--- config.mk ---
export PLATFORM = sky130hd
export DESIGN_NAME = round_timer
export DESIGN_NICKNAME = d
export VERILOG_FILES = /design/src/rtl/round_timer.sv
export SDC_FILE = /design/constraint.sdc
export NUM_CORES = 1
export LEC_CHECK = 0
export ABC_AREA = 0
export CORE_MARGIN = 5
export CORE_UTILIZATION = 43
export CTS_CLUSTER_DIAMETER = 80
export CTS_CLUSTER_SIZE = 28
export DETAILED_ROUTE_END_ITERATION = 7
export GPL_TIMING_DRIVEN = 1
export PLACE_DENSITY = 0.67
export SLEW_MARGIN = 20
export SYNTH_ARGS = -nofsm -noshare
export SYNTH_HDL_FRONTEND = slang
export SYNTH_SLANG_ARGS = --single-unit
--- constraint.sdc ---
create_clock -name CLOCK -period 3.35 [get_ports CLOCK]
set_input_delay 0.67 -clock CLOCK [delete_from_list [all_inputs] [get_ports CLOCK]]
set_output_delay 0.67 -clock CLOCK [all_outputs]
set_load 0.03 [all_outputs]
--- src/rtl/round_timer.sv ---
// Countdown timer for the game response phase: 1 s prescaler, loadable seconds limit, BCD view.
// Optional 2 Hz low-time warning blink is built only when ROUND_TIMER_WARN_EN is defined.
module round_timer #(
    parameter int TICK_DIV = 50000000,
    parameter int MAX_SEC  = 99,
    parameter int WARN_SEC = 5
) (
    input  logic       CLOCK,
    input  logic       reset,
    input  logic       load,
    input  logic       clear,
    input  logic       pause,
    input  logic [6:0] limit,
    output logic [6:0] time_left,
    output logic [3:0] tens,
    output logic [3:0] units,
    output logic       tick,
    output logic       end_time,
    output logic       warn
);

    localparam int PW = (TICK_DIV > 2) ? $clog2(TICK_DIV) : 1;
    localparam logic [PW-1:0] LAST = PW'(TICK_DIV - 1);
    localparam logic [PW-1:0] HALF = PW'(TICK_DIV / 2 - 1);
    localparam logic [6:0]    MAXV = 7'(MAX_SEC);

    typedef enum logic [1:0] {IDLE, RUN, PAUSED, EXPIRED} state_t;

    state_t        state_q, state_d;
    logic [PW-1:0] presc_q, presc_d;
    logic [6:0]    time_q, time_d;
    logic          tick_q, tick_d;
    logic          end_q, end_d;
    logic [6:0]    clamped;

    assign clamped = (limit > MAXV) ? MAXV : limit;

    always_ff @(posedge CLOCK) begin
        if (reset) begin
            state_q <= IDLE;
            presc_q <= '0;
            time_q  <= '0;
            tick_q  <= 1'b0;
            end_q   <= 1'b0;
        end else begin
            state_q <= state_d;
            presc_q <= presc_d;
            time_q  <= time_d;
            tick_q  <= tick_d;
            end_q   <= end_d;
        end
    end

    always_comb begin
        state_d = state_q;
        presc_d = presc_q;
        time_d  = time_q;
        tick_d  = 1'b0;
        end_d   = end_q;
        if (load) begin
            time_d  = clamped;
            presc_d = '0;
            end_d   = (clamped == 7'd0);
            state_d = (clamped == 7'd0) ? EXPIRED : RUN;
        end else if (clear) begin
            state_d = IDLE;
            time_d  = '0;
            presc_d = '0;
            end_d   = 1'b0;
        end else begin
            case (state_q)
                RUN, PAUSED: begin
                    if (pause) begin
                        state_d = PAUSED;
                    end else if (presc_q == LAST) begin
                        // Resuming from PAUSED counts on the same edge so no cycle is lost.
                        presc_d = '0;
                        tick_d  = 1'b1;
                        time_d  = time_q - 7'd1;
                        if (time_q == 7'd1) begin
                            state_d = EXPIRED;
                            end_d   = 1'b1;
                        end else begin
                            state_d = RUN;
                        end
                    end else begin
                        presc_d = presc_q + PW'(1);
                        state_d = RUN;
                    end
                end
                EXPIRED: begin
                    time_d = '0;
                    end_d  = 1'b1;
                end
                default: begin
                    end_d = 1'b0;
                end
            endcase
        end
    end

    always_comb begin
        time_left = time_q;
        tick      = tick_q;
        end_time  = end_q;
        tens      = 4'(time_q / 7'd10);
        units     = 4'(time_q % 7'd10);
    end

`ifdef ROUND_TIMER_WARN_EN
    logic warn_q, warn_d;

    always_comb begin
        warn_d = 1'b0;
        if (!load && !clear && (state_q == RUN || state_q == PAUSED) &&
            (state_d == RUN || state_d == PAUSED) &&
            time_d != 7'd0 && time_d <= 7'(WARN_SEC)) begin
            if (!pause && (presc_q == HALF || presc_q == LAST))
                warn_d = ~warn_q;
            else
                warn_d = warn_q;
        end
    end

    always_ff @(posedge CLOCK) begin
        if (reset) warn_q <= 1'b0;
        else       warn_q <= warn_d;
    end

    assign warn = warn_q;
`else
    // Keeps the warning parameters referenced when the blink logic is not built.
    logic unused_warn_cfg;
    assign unused_warn_cfg = (WARN_SEC != 0) && (HALF != LAST);
    assign warn = 1'b0;
`endif

endmodule

* Yosys cells after proc, flatten, opt, wreduce, memory -nomap -nowiden *
Index checks and enable logic that the tools add are counted.

cells by class
  eq/ne operators = 8
  multiply operators = 0
  mux-type cells = 21
  add/sub/neg operators = 2
  $lt $le $gt $ge = 1
  div/mod/pow operators = 2
  reductions and logical operators = 9
  shift operators = 0
  bitwise gates (word level) = 2

operators with widths
  cell                     count
  $mux W7                  5
  $add A26 B1 Y26 const B  1
  $eq A26 B26 Y1 const B   1
  $mux W26                 1
  $mux W2                  7
  $pmux W7 S2              1
  $ne A4 B4 Y1 const B     3
  $div A7 B4 Y7 const B    1
  $eq A7 B1 Y1 const B     1
  $gt A7 B7 Y1 const B     1
  $logic_not A7 Y1         1
  $mod A7 B4 Y7 const B    1
  $sub A7 B1 Y7 const B    1
  $mux W1                  6
  $reduce_and A3 Y1        2
  $reduce_or A5 Y1         1
  $eq A2 B2 Y1 const B     2
  $reduce_bool A4 Y1       1
  $reduce_bool A3 Y1       1
  $reduce_or A3 Y1         1
  $eq A2 B1 Y1 const B     1
  $not A1 Y1               2
  $pmux W1 S2              1
  $reduce_and A2 Y1        1
  $reduce_or A2 Y1         1

word-level totals
  RAM bits = 0
  register bits after elaboration = 37
  memory bits (read-only) = 0
  output and inout port bits = 18
  memories kept = 0
  bits of input ports = 12
  bits in latches = 0
  word-level logic and storage cells = 50

* Logic depth before layout (Yosys ltp) *
  depth in word-level cells = 7
  gate-level depth with buffers = 12
  mapped depth without buffers = 10

* Least setup slack after synthesis *
No wires, ideal clock.

  path kind = reg-to-output
  start = register time_q[2], in the netlist time_left[2]
  end = output port units[1]
  path slack = -1.165 ns
  arrival time = 3.845 ns
  buffers on the path = 3
  data required time = 2.680 ns
  stages on the path, launching flop included = 13
  path through = dfxtp_1 > clkbuf_1 > clkbuf_1 > a21oi_1 > o211ai_1 > xnor2_1 > ha_1 > clkbuf_1 > and2_1 > a22oi_1 > a311o_1 > o32a_1 > xnor2_1

on the way
  cells in the longest elaborated chain, start to end = 1

RTL lines
  what                      RTL line  source
  start: declaration        31        logic [6:0] time_q, time_d;
  start signal: assignment  48        time_q <= time_d;
  $mod A7 B4 Y7             107       units = 4'(time_q % 7'd10);
  end: declaration          16        output logic [3:0] units,

Every way passes these cells.

* Worst setup path in the final report *
  start = register time_q[3], in the netlist time_left[3]
  end = output port units[2]

Same word-level chain as after synthesis.

==> flow_summary.yaml <==
global_route:
  grtUsageTotal: 0.1722
  grt_pass1_vias: 2184
  antenna_found_initial: 0
  grt_max_degree: 26
  grt_pass1_wl_um: 10490
  gr-total-overflow: 0
timing:
  slew_viol_final: 0
  timing.final.crit_share: 1.011
  finalSetupTns_ps: -56.61
  tightest_slew_ps: 641.6
  holdWs_ps: 484.4
  setup_viol: 2
  max_freq_ghz: 0.2952
  fin_ws_ps: -38.04
  skew_ps: 16.05
  fin_crit_ps: 3388
  hold_violations: 0
  max_slew_margin: 0.5706
  grt_setup_unrepaired: "yes"
route:
  viasPerCell: 5.629
  drc: 0
  drt_iter0_drc: 130
  wl_per_cell_um: 14.34
  via_count: 2415
  routed_wl_um: 6154
  ant_nets: 0
  drtPass1Iterations: 4
min_path:
  hp-class: "flip-flop to flip-flop"
  holdPathStages: 2
die:
  dieArea_mm2: 0.007363
  coreArea_mm2: 0.005540
  initial_utilization: 0.4460
  io_pins: 30
  die_x_um: 85.81
  rows: 27
  die_h_um: 85.81
logic_synthesis:
  synth_cell_type_count: 55
  synth_enable_flop_cells: 0
  postSynthNetCount: 342
  syn_inst: 322
  ys_ff_latch: 37
  synth-async-reset-ratio: 0
  seq_area_frac_synth: 0.2997
  synth_ff_type: "dfxtp_1"
  ys_warn_count: 0
  synth_area_mm2: 0.002471
  avgSynthCellArea_um2: 7.674
worst_setup_path:
  r2r_cells: 6
  critPathCaptureType: "output port"
  crit_type: "flip-flop to output port"
  critPathArrivalTime_ps: 2720
  worst_ep_required_time_ps: 2680
  worstPathMaxFanout: 5
  startpoint_type: "flip-flop"
final_layout:
  stdcell_area_mm2: 0.003079
  area_delta_synth_final_pct: 24.61
  antenna_cells: 0
  utilization: 0.5558
  nets: 376
  drive_above_1_share: 0.1289
  layout.cells.non_filler: 429
outcome:
  status: "finished, violations left"
  violations: "negative setup slack"
cts:
  clock_latency_ps: 290
  cts_buffer_depth: 2
  clkTransAtPathRegs_ps: 80
  cts_sinks: 37
  cts_buffers: 5
  cts_tree: "yes"
  cts_hold_buf: 0
  cts-root-buf: "clkbuf_8"
  htreeDepth: 2
place:
  gp_congestion: 0.9047
  pre_cts_ws_ps: -39.10
  placed_area_mm2: 0.002937
  dp_hpwl_um: 4475
  placedCellCount: 420
  port_buffers: 28
power:
  ir_drop_v: 0.0001675
  power-per-cell-area_mw_per_mm2: 417.5
  power.total_mw: 1.286
  leakage_nw: 0.9999
run:
  cap_violations: 0
[flip-flops by register name (all words and copies together) (netlist names)]
signal and cells:
presc_q 26, state_q 2, end_time 1, time_left 7
tick 1
[layout by cell type (no fill, tap or decap), drive strengths merged, types with 5 or more instances in the layout]
cell type and count:
dfxtp 37, xnor2 24, nand2b 7, nor2 45, a21oi 14, nand4 11
nor2b 9, xor2 5, a211oi 5, nor3 16, clkdlybuf4s50 24, ha 8
buf 21, clkbuf 6, nand2 20, nor4 10, inv 13, o21ai 13
nand3 12
[area by class of cell]
type	count	area, µm²
timing repair buffer	46	415.4
tap	72	90.09
fill	536	2461
clock buffer	6	72.57
inverter	13	48.80
clock inverter	2	38.79
sequential	37	754.5
multi-input combinational	253	1659
[power breakdown]
group	internal, mW	switching [mW]
registers	0.450	0.0121
logic	0.197	0.238
clock network	0.224	0.165
[Yosys cell counts (7+ instances only)]
master    count  area, µm²
a21oi_1      14      70.07
nand2b_1      7      43.79
nand3_1      12      60.06
nor2b_1       9      56.30
clkbuf_1     13      48.80
nor2_1       45      168.9
nand4_1      10      62.56
inv_1        13      48.80
nor4_1       10      62.56
xnor2_1      24      210.2
nand2_1      20      75.07
dfxtp_1      37      740.7
nor3_1       16      80.08
o21ai_0      12      60.06
ha_1          8      100.1
[final timing paths]
path                startpoint          end  slack [ps]
setup / recovery  time_left[3]     units[2]         -40
hold / removal      presc_q[1]   presc_q[1]         480
setup reg to reg    presc_q[0]  presc_q[10]         990
hold reg to reg     presc_q[1]   presc_q[1]         480
[worst max-delay path: stages (launching register included)]
cell and delay [ps]:
dfxtp_4 360, nand2b_1 150, a21oi_1 130, o211ai_1 130
xnor2_1 250, ha_2 260, and2_1 130, a22oi_1 60
a311o_1 290, o32a_4 220, buf_6 140, mux2i_4 170
buf_6 150
[routing by layer]
layer,track usage,up-vias,routed length (µm)
met5,0,-,0
met4,0.04173,0,58
met3,0.03170,9,301
met2,0.2825,60,2941
met1,0.2336,1134,2853
li1,-,1212,-
[repair_timing]
| item | CTS | global route |
|---|---|---|
| buffers inserted | 1 | 0 |
| endpoints found under the setup margin | 4 | 4 |
| pin swaps | 4 | 1 |
| resized for setup | 10 | 4 |
[kinds of logic (layout without fill, tap and decap cells)]
| family | after synthesis | in the layout | share of synthesized area |
|---|---|---|---|
| flops | 37 | 37 | 0.2997 |
| compound gates | 62 | 62 | 0.1722 |
| xor+xnor | 29 | 29 | 0.1028 |
| simple gates | 151 | 151 | 0.3170 |
| other cells | 1 | 1 | 0.001518 |
| fa+ha+maj | 8 | 8 | 0.04051 |
| buf+inv | 32 | 67 | 0.05822 |
| mux | 2 | 2 | 0.008102 |
(Power assumes the default switching activity.)
